## src/rtl/edge_arb_pkg.sv

```systemverilog
// Shared types and sizing helpers for the edge event arbiter.
package edge_arb_pkg;

    typedef enum logic {
        IDLE  = 1'b0,
        OFFER = 1'b1
    } state_t;

    localparam int TS_W = 16;

    // Channel index width; a 2-channel build still needs one bit.
    function automatic int ch_w(input int n);
        return (n <= 2) ? 1 : $clog2(n);
    endfunction

endpackage

```

## src/rtl/edge_detect.sv

```systemverilog
// Single-bit edge detector on an already-synchronized input.
module edge_detect #(
    parameter string EDGE_TYPE = "rising"
) (
    input  logic i_clk,
    input  logic i_rst,
    input  logic i_d,
    output logic o_edge
);
    logic r_prev;

    always_ff @(posedge i_clk or posedge i_rst) begin
        if (i_rst) r_prev <= 1'b0;
        else       r_prev <= i_d;
    end

    generate
        if (EDGE_TYPE == "falling") begin : g_fall
            assign o_edge = r_prev & ~i_d;
        end else if (EDGE_TYPE == "both") begin : g_both
            assign o_edge = r_prev ^ i_d;
        end else begin : g_rise
            assign o_edge = i_d & ~r_prev;
        end
    endgenerate
endmodule

```

## src/rtl/edge_event_arbiter.sv

```systemverilog
// Synchronizes per-channel event inputs, latches pending events and offers
// them round-robin over a valid/ready handshake. EDGE_ARB_TIMESTAMP_EN adds timestamps.
module edge_event_arbiter
    import edge_arb_pkg::*;
#(
    parameter int    NUM_CH    = 4,
    parameter string EDGE_TYPE = "rising"
) (
    input  logic                      i_clk,
    input  logic                      i_rst,
    input  logic [NUM_CH-1:0]         i_sig,
    output logic                      o_valid,
    input  logic                      i_ready,
    output logic [ch_w(NUM_CH)-1:0]   o_ch,
    output logic [TS_W-1:0]           o_ts,
    output logic [NUM_CH-1:0]         o_pending,
    output logic [NUM_CH-1:0]         o_ovf,
    input  logic                      i_clr_ovf
);
    localparam int CH_W = ch_w(NUM_CH);

    logic [NUM_CH-1:0] r_sync1, r_sync2, w_edge, w_acc, w_ovf_set;
    logic [NUM_CH-1:0] r_pending, r_ovf;
    logic [CH_W-1:0]   r_ch, r_last, w_sel;
    state_t            r_state;

    always_ff @(posedge i_clk or posedge i_rst) begin
        if (i_rst) begin
            r_sync1 <= '0;
            r_sync2 <= '0;
        end else begin
            r_sync1 <= i_sig;
            r_sync2 <= r_sync1;
        end
    end

    genvar k;
    generate
        for (k = 0; k < NUM_CH; k++) begin : g_ch
            edge_detect #(.EDGE_TYPE(EDGE_TYPE)) u_edge (
                .i_clk  (i_clk),
                .i_rst  (i_rst),
                .i_d    (r_sync2[k]),
                .o_edge (w_edge[k])
            );
        end
    endgenerate

    assign o_valid = (r_state == OFFER);

    always_comb begin
        w_acc = '0;
        if (o_valid && i_ready) w_acc[r_ch] = 1'b1;
    end

    // An edge landing on the channel being accepted re-arms it instead of overflowing.
    assign w_ovf_set = w_edge & r_pending & ~w_acc;

    always_ff @(posedge i_clk or posedge i_rst) begin
        if (i_rst) begin
            r_pending <= '0;
            r_ovf     <= '0;
        end else begin
            r_pending <= (r_pending & ~w_acc) | w_edge;
            r_ovf     <= (i_clr_ovf ? '0 : r_ovf) | w_ovf_set;
        end
    end

    always_comb begin
        int  idx;
        logic found;
        w_sel = r_last;
        found = 1'b0;
        idx   = 0;
        for (int i = 1; i <= NUM_CH; i++) begin
            idx = (int'(r_last) + i) % NUM_CH;
            if (!found && r_pending[CH_W'(idx)]) begin
                w_sel = CH_W'(idx);
                found = 1'b1;
            end
        end
    end

    always_ff @(posedge i_clk or posedge i_rst) begin
        if (i_rst) begin
            r_state <= IDLE;
            r_ch    <= '0;
            r_last  <= CH_W'(NUM_CH - 1);
        end else begin
            case (r_state)
                IDLE: if (|r_pending) begin
                    r_ch    <= w_sel;
                    r_state <= OFFER;
                end
                OFFER: if (i_ready) begin
                    r_last  <= r_ch;
                    r_state <= IDLE;
                end
                default: r_state <= IDLE;
            endcase
        end
    end

    assign o_ch      = r_ch;
    assign o_pending = r_pending;
    assign o_ovf     = r_ovf;

`ifdef EDGE_ARB_TIMESTAMP_EN
    logic [NUM_CH-1:0]           w_new;
    logic [TS_W-1:0]             r_cnt, r_ts;
    logic [NUM_CH-1:0][TS_W-1:0] r_ts_ch;

    // A collision re-arm is a fresh event, so it takes a fresh timestamp too.
    assign w_new = w_edge & (~r_pending | w_acc);

    always_ff @(posedge i_clk or posedge i_rst) begin
        if (i_rst) begin
            r_cnt   <= '0;
            r_ts_ch <= '0;
            r_ts    <= '0;
        end else begin
            r_cnt <= r_cnt + TS_W'(1);
            for (int i = 0; i < NUM_CH; i++)
                if (w_new[i]) r_ts_ch[i] <= r_cnt;
            if (r_state == IDLE && |r_pending) r_ts <= r_ts_ch[w_sel];
            else if (o_valid && i_ready)       r_ts <= '0;
        end
    end

    assign o_ts = r_ts;
`else
    assign o_ts = '0;
`endif
endmodule
```

## config.mk

```make
export PLATFORM = sky130hd
export DESIGN_NAME = edge_event_arbiter
export DESIGN_NICKNAME = d
export VERILOG_FILES = /design/src/rtl/edge_arb_pkg.sv /design/src/rtl/edge_detect.sv /design/src/rtl/edge_event_arbiter.sv
export SDC_FILE = /design/constraint.sdc
export NUM_CORES = 1
export LEC_CHECK = 0
export ABC_AREA = 1
export CAP_MARGIN = 15
export CORE_MARGIN = 2
export CORE_UTILIZATION = 41
export DETAILED_ROUTE_END_ITERATION = 10
export MAX_ROUTING_LAYER = met4
export PLACE_DENSITY = 0.78
export SYNTH_ARGS = -nofsm -noshare
export SYNTH_HDL_FRONTEND = slang
export SYNTH_SLANG_ARGS = --single-unit
```

## constraint.sdc

```tcl
create_clock -name i_clk -period 1.55 [get_ports i_clk]
set_input_delay 0.31 -clock i_clk [delete_from_list [all_inputs] [get_ports i_clk]]
set_output_delay 0.31 -clock i_clk [all_outputs]
set_load 0.05 [all_outputs]
```

==> flow_summary.ini, run 1 <==
[sta]
hold-worst-slack_ns = 0.328
setup_viol = 0
min_period_ns = 1.53
fmax_ghz = 0.652
worst_slack_ns = 0.0168
clock-skew-final_ns = 0.00126
fin_crit_sh_pct = 98.9
rsz0062_at_grt = yes
hold_viol = 0
slew_viol_final = 0
tns_ns = 0

[flow_run]
max_cap_viol_count = 0

[die]
io_pins = 35
initial_core_util_pct = 43.0
dieArea_mm2 = 0.00331
core-area_mm2 = 0.00273
die_width_um = 57.6
die-height_um = 57.6
row_count = 19

[critical_path]
reg2reg_slack_ns = 0.02
critPathCapture = o_ch[1]
crit_arrival_ns = 1.75
cp.required_ns = 1.77
endpoint_kind = flop
reg2reg_depth = 10
r2r-start = r_last[0]
worstPathMaxFanout = 4
crit_path_start_kind = flop
path_class = reg -> reg
r2r_end = o_ch[1]
crit_start = r_last[0]

[grt]
grt_util_all_layers_pct = 13.1
antenna_found_initial = 0
first_global_vias = 805
grt_max_degree = 26
grt.overflow.total = 0
grt_pass1_wl_um = 3300

[clock_network]
cts_tree = yes
numClockSinks = 25
clockBufferDepth = 2
hold_buffers = 0
cts-root-buf = clkbuf_4
htree_num_levels = 1
clk_pin_slew_ns = 0.12
clock_latency_ns = 0.31
numCtsBuffers = 3

[route]
finalWirelength_um = 2140
route.detailed.drc = 0
antenna_left = 0
via_per_inst = 4.80
vias = 860
wl_per_cell_um = 12.0
drtIter0Drc = 19
first_pass_iters = 4

[synthesis]
syn_area_mm2 = 0.00118
syn_inst = 124
synth_cell_types = 23
synth_top_family_by_area = simple AND/OR/NAND/NOR gates
synth-simple-area-share_pct = 21.6
yosysWarnings = 0
synth_compound_area_share_pct = 8.30
yosysSeqAreaShare_pct = 53.4
synth_seq_cells = 25
synth_fa_ha_area_share_pct = 0
synth_area_per_cell_um2 = 9.48
synth_xor_area_share_pct = 0
synth_mux_area_share_pct = 0

[cells_and_area]
finalNetCount = 157
seq_area_um2 = 628
fillCellCount = 239
drive_above_1_share_pct = 28.4
fin_cells = 179
diodes = 0
stdcell_area_mm2 = 0.00152
final_util_pct = 55.7
syn2layout_area_growth_pct = 29.5
multi_input_area_um2 = 432

[power_and_ir_drop]
intPower_mw = 1.64
pwr-share-comb_pct = 58.7
p_seq_share_pct = 32.6
clockPowerShare_pct = 8.7
p_total_mw = 3.14
p_leak_nw = 0.746
power.density_mw_per_mm2 = 2060
ir_worst_vdd_uv = 1550
p_switching_mw = 1.50
swShare_pct = 47.8

[placement]
dp_cells = 172
dp_worst_setup_slack_ns = 0.0810
place_congestion = 0.830
port_buffers = 18
post_dp_cell_area_mm2 = 0.00144
dp_hpwl_um = 1580

[status]
outcome = completed

[hold_path]
holdCritPathClass = in -> async
cell usage after synthesis:
| cell type | n | area share [%] |
|---|---|---|
| dfstp_2 | 2 | 4.5 |
| o32ai_1 | 2 | 1.5 |
| o22ai_1 | 2 | 1.1 |
| nand3_1 | 4 | 1.7 |
| nand3_4 | 1 | 1.5 |
| inv_1 | 12 | 3.8 |
| nand3_2 | 1 | 0.85 |
| a21oi_1 | 4 | 1.7 |
| nand4_1 | 1 | 0.53 |
| o21ai_1 | 4 | 1.7 |
| nand2_1 | 27 | 8.6 |
| buf_4 | 16 | 10 |
| nand2_2 | 12 | 6.4 |
| o21ai_0 | 4 | 1.7 |
| nand2_4 | 1 | 0.96 |
| inv_2 | 2 | 0.64 |
| conb_1 | 1 | 0.32 |
| dfrtp_1 | 23 | 49 |
| inv_6 | 1 | 0.74 |
| buf_6 | 1 | 0.96 |
| nor4_1 | 1 | 0.53 |
| nor2_2 | 1 | 0.53 |
| o31ai_1 | 1 | 0.64 |
critical path: stages, from the launching register on:
cell      delay (ns)
dfstp_2         0.60
clkbuf_2        0.15
nand2_1         0.08
nand2_2         0.12
nand2_1         0.10
nand2_2         0.09
nand3_4         0.08
nand3_2         0.08
nand2_2         0.05
nand2_1         0.05
nand2_1         0.04
power groups by stage:
stage	combinational (mW)	clock [mW]	sequential [mW]
6_report	1.84	0.274	1.02
5_1_grt	1.95	0.315	1.05
4_1_cts	1.63	0.288	1.03
3_5_place_dp	1.62	0	1.05
3_3_place_gp	1.57	0	1.04
2_1_floorplan	0.841	0	1.25
layout make-up:
| type | instances | area share [%] |
|---|---|---|
| multi-input cells | 82 | 28.3 |
| clock inverters | 1 | 0.329 |
| inverters | 15 | 4.35 |
| repair buffers | 22 | 21.7 |
| flip-flops and latches | 25 | 41.2 |
| clock buffers | 3 | 1.48 |
| well taps | 31 | 2.55 |
sequential cells by signal, indices dropped and copies added, names as in the netlist:
signal	count
r_sync2	4
o_ovf	4
r_last	2
o_ch	2
o_pending	4
r_sync1	4
o_valid	1
g_ch.u_edge.r_prev	4
logic make-up after synthesis:
logic type,Yosys count
AO/OA/AOI/OAI,17
other,1
flip-flops,25
buffers and inverters,32
AND/OR/NAND/NOR,49
worst min-delay path by stage:
stage / end / from / slack, ns
2_1_floorplan: r_sync2[0] / r_sync1[0] / 0.33
3_3_place_gp: r_sync2[2] / r_sync1[2] / 0.33
3_5_place_dp: r_sync2[1] / r_sync1[1] / 0.34
4_1_cts: r_sync1[3] / i_rst / 0.33
5_1_grt: o_ovf[3] / i_rst / 0.36
6_report: r_sync1[3] / i_rst / 0.33
layer usage:
layer  part of all wire (%)  track usage [%]  vias to the layer above  wire length (um)
met5                      0                -                        -                 0
met4                    1.7             4.98                        0                36
met3                    5.2             1.59                        6               111
met2                     51             24.0                       31              1100
met1                     42             14.3                      416               893
li1                       -                -                      407                 -
cell usage in the layout (no fill, tap or decap), types with 2 or more instances in the layout:
cell type | synthesis | final
a21oi_1 | 4 | 4
buf_12 | 0 | 12
buf_4 | 16 | 2
clkbuf_4 | 0 | 3
clkdlybuf4s50_1 | 0 | 7
conb_1 | 1 | 16
dfrtp_1 | 23 | 23
dfstp_2 | 2 | 2
inv_1 | 12 | 12
nand2_1 | 27 | 25
nand2_2 | 12 | 11
nand2_4 | 1 | 4
nand3_1 | 4 | 4
o21ai_0 | 4 | 4
o21ai_1 | 4 | 4
o22ai_1 | 2 | 2
o32ai_1 | 2 | 2
repair_timing:
action                                  CTS  global route
endpoints found under the setup margin    0             2
gates resized for setup                   0             8
setup buffers                             0             3
hold endpoints to repair                  0             0
No activity file was read; power rests on OpenSTA's default activity.
==> run 2, diff against run 1 <==
--- a/config.mk
+++ b/config.mk
@@ -7,11 +7,10 @@
 export LEC_CHECK = 0
 export ABC_AREA = 1
 export CAP_MARGIN = 15
-export CORE_MARGIN = 2
-export CORE_UTILIZATION = 41
+export CORE_UTILIZATION = 46
 export DETAILED_ROUTE_END_ITERATION = 10
 export MAX_ROUTING_LAYER = met4
-export PLACE_DENSITY = 0.78
+export PLACE_DENSITY = 0.85
 export SYNTH_ARGS = -nofsm -noshare
 export SYNTH_HDL_FRONTEND = slang
 export SYNTH_SLANG_ARGS = --single-unit
==> flow_summary.ini, run 2 (synthesized netlist as in run 1, its figures left out) <==
[die]
row_count = 17
die_width_um = 52.6
core-area_mm2 = 0.00232
io_pins = 35
die-height_um = 52.6
initial_core_util_pct = 50.7
dieArea_mm2 = 0.00276

[clock_network]
cts-root-buf = clkbuf_4
hold_buffers = 0
numClockSinks = 25
numCtsBuffers = 3
clockBufferDepth = 2
clk_pin_slew_ns = 0.13
clock_latency_ns = 0.31
htree_num_levels = 1
cts_tree = yes

[route]
finalWirelength_um = 1960
drtIter0Drc = 17
first_pass_iters = 4
wl_per_cell_um = 11.2
antenna_left = 0
vias = 853
route.detailed.drc = 0
via_per_inst = 4.85

[status]
outcome = completed

[sta]
rsz0062_at_grt = yes
fin_crit_sh_pct = 95.8
min_period_ns = 1.49
hold_viol = 0
clock-skew-final_ns = 0.00184
fmax_ghz = 0.673
setup_viol = 0
slew_viol_final = 0

[cells_and_area]
diodes = 0
syn2layout_area_growth_pct = 27.1
final_cell_mix = nand2_1, dfrtp_1, conb_1, nand2_2, inv_1
stdcell_area_mm2 = 0.00150
final_common_cell = nand2_1
finalNetCount = 157
final_util_pct = 64.5
fin_cells = 176
drive_above_1_share_pct = 28.4
fillCellCount = 177

[grt]
antenna_found_initial = 0
grt_max_degree = 26
grt.overflow.total = 0
first_global_vias = 758
grt_util_all_layers_pct = 16.4
grt_pass1_wl_um = 3210

[critical_path]
endpoint_kind = flop
path_class = reg -> reg
crit_arrival_ns = 1.75
cp.required_ns = 1.81
reg2reg_depth = 9
worstPathMaxFanout = 6
crit_path_start_kind = flop

[hold_path]
holdCritPathClass = in -> async

[power_and_ir_drop]
p_leak_nw = 0.735
ir_worst_vdd_uv = 1250
power.density_mw_per_mm2 = 2020

[placement]
post_dp_cell_area_mm2 = 0.00143
dp_cells = 169
port_buffers = 18
dp_hpwl_um = 1510
place_congestion = 0.802

[flow_run]
max_cap_viol_count = 0
[run 2: cell count changes in the layout (fill, tap and decap cells not counted), sizes merged]
cell	change
clkbuf	-1
buf	+1
[run 2: stage by stage]
| stage | setup TNS (ns) | hold WS, ns | total power, mW | worst slack [ns] |
|---|---|---|---|---|
| final | 0 | 0.316 | 3.03 | 0.0646 |
| after global placement | 0 | 0.334 | 2.61 | 0.111 |
| after floorplan | 0 | 0.331 | 2.10 | 0.126 |
| after CTS | 0 | 0.316 | 2.94 | 0.0349 |
| after detailed placement | 0 | 0.338 | 2.66 | 0.0500 |
| after global routing | -0.0413 | 0.345 | 3.20 | -0.0308 |
[run 2: worst max-delay path, stage by stage (launching register included)]
cell	delay [ns]
dfstp_2	0.65
buf_6	0.14
nand2_1	0.05
nand3_1	0.10
nand2_2	0.09
o21ai_1	0.16
nand3_2	0.07
nand2_1	0.06
nand2_1	0.06
nand2_1	0.07
[run 2: what timing repair did]
| action | CTS | global route |
|---|---|---|
| endpoints found under the setup margin | 0 | 2 |
| resized for setup | 0 | 6 |
| buffers inserted | 0 | 3 |
[run 2: path summary, 6_finish.rpt]
check	slack, ns	end	startpoint
worst max-delay path	0.06	o_ch[1]	r_last[0]
worst min-delay path	0.32	r_sync2[1]	i_rst
worst max register to register	0.06	o_ch[1]	r_last[0]
worst min register to register	0.36	r_sync2[3]	r_sync1[3]
max in group asynchronous	0.96	r_last[1]	i_rst
min in group i_clk	0.36	r_sync2[3]	r_sync1[3]
[run 2: per-layer routing]
metal | track usage [%] | part of all wire, % | up-vias | wire length, um
li1 | - | - | 407 | -
met1 | 21.4 | 42 | 405 | 829
met2 | 25.9 | 53 | 39 | 1030
met3 | 3.77 | 4.6 | 2 | 90
met4 | 4.39 | 0.51 | 0 | 10
met5 | - | 0 | - | 0
[run 2: power by group]
group          internal, mW  switching [mW]
Clock                0.0965           0.182
Combinational         0.710            1.01
Sequential            0.797           0.233
Total                  1.60            1.42
[run 2: cell type report]
class,count,area [um^2],share of cell area [%]
well taps,28,35.0,2.34
inverters,15,63.8,4.27
clock buffers,3,22.5,1.51
flip-flops and latches,25,628,42.0
multi-input cells,82,417,27.9
repair buffers,22,324,21.7
clock inverters,1,5.00,0.335
==> run 3, diff against run 2 <==
--- a/config.mk
+++ b/config.mk
@@ -11,6 +11,7 @@
 export DETAILED_ROUTE_END_ITERATION = 10
 export MAX_ROUTING_LAYER = met4
 export PLACE_DENSITY = 0.85
+export SKIP_CTS_REPAIR_TIMING = 1
 export SYNTH_ARGS = -nofsm -noshare
 export SYNTH_HDL_FRONTEND = slang
 export SYNTH_SLANG_ARGS = --single-unit
==> results of run 3 <==
The final DEF is identical to that of run 2; final timing and power are the same.
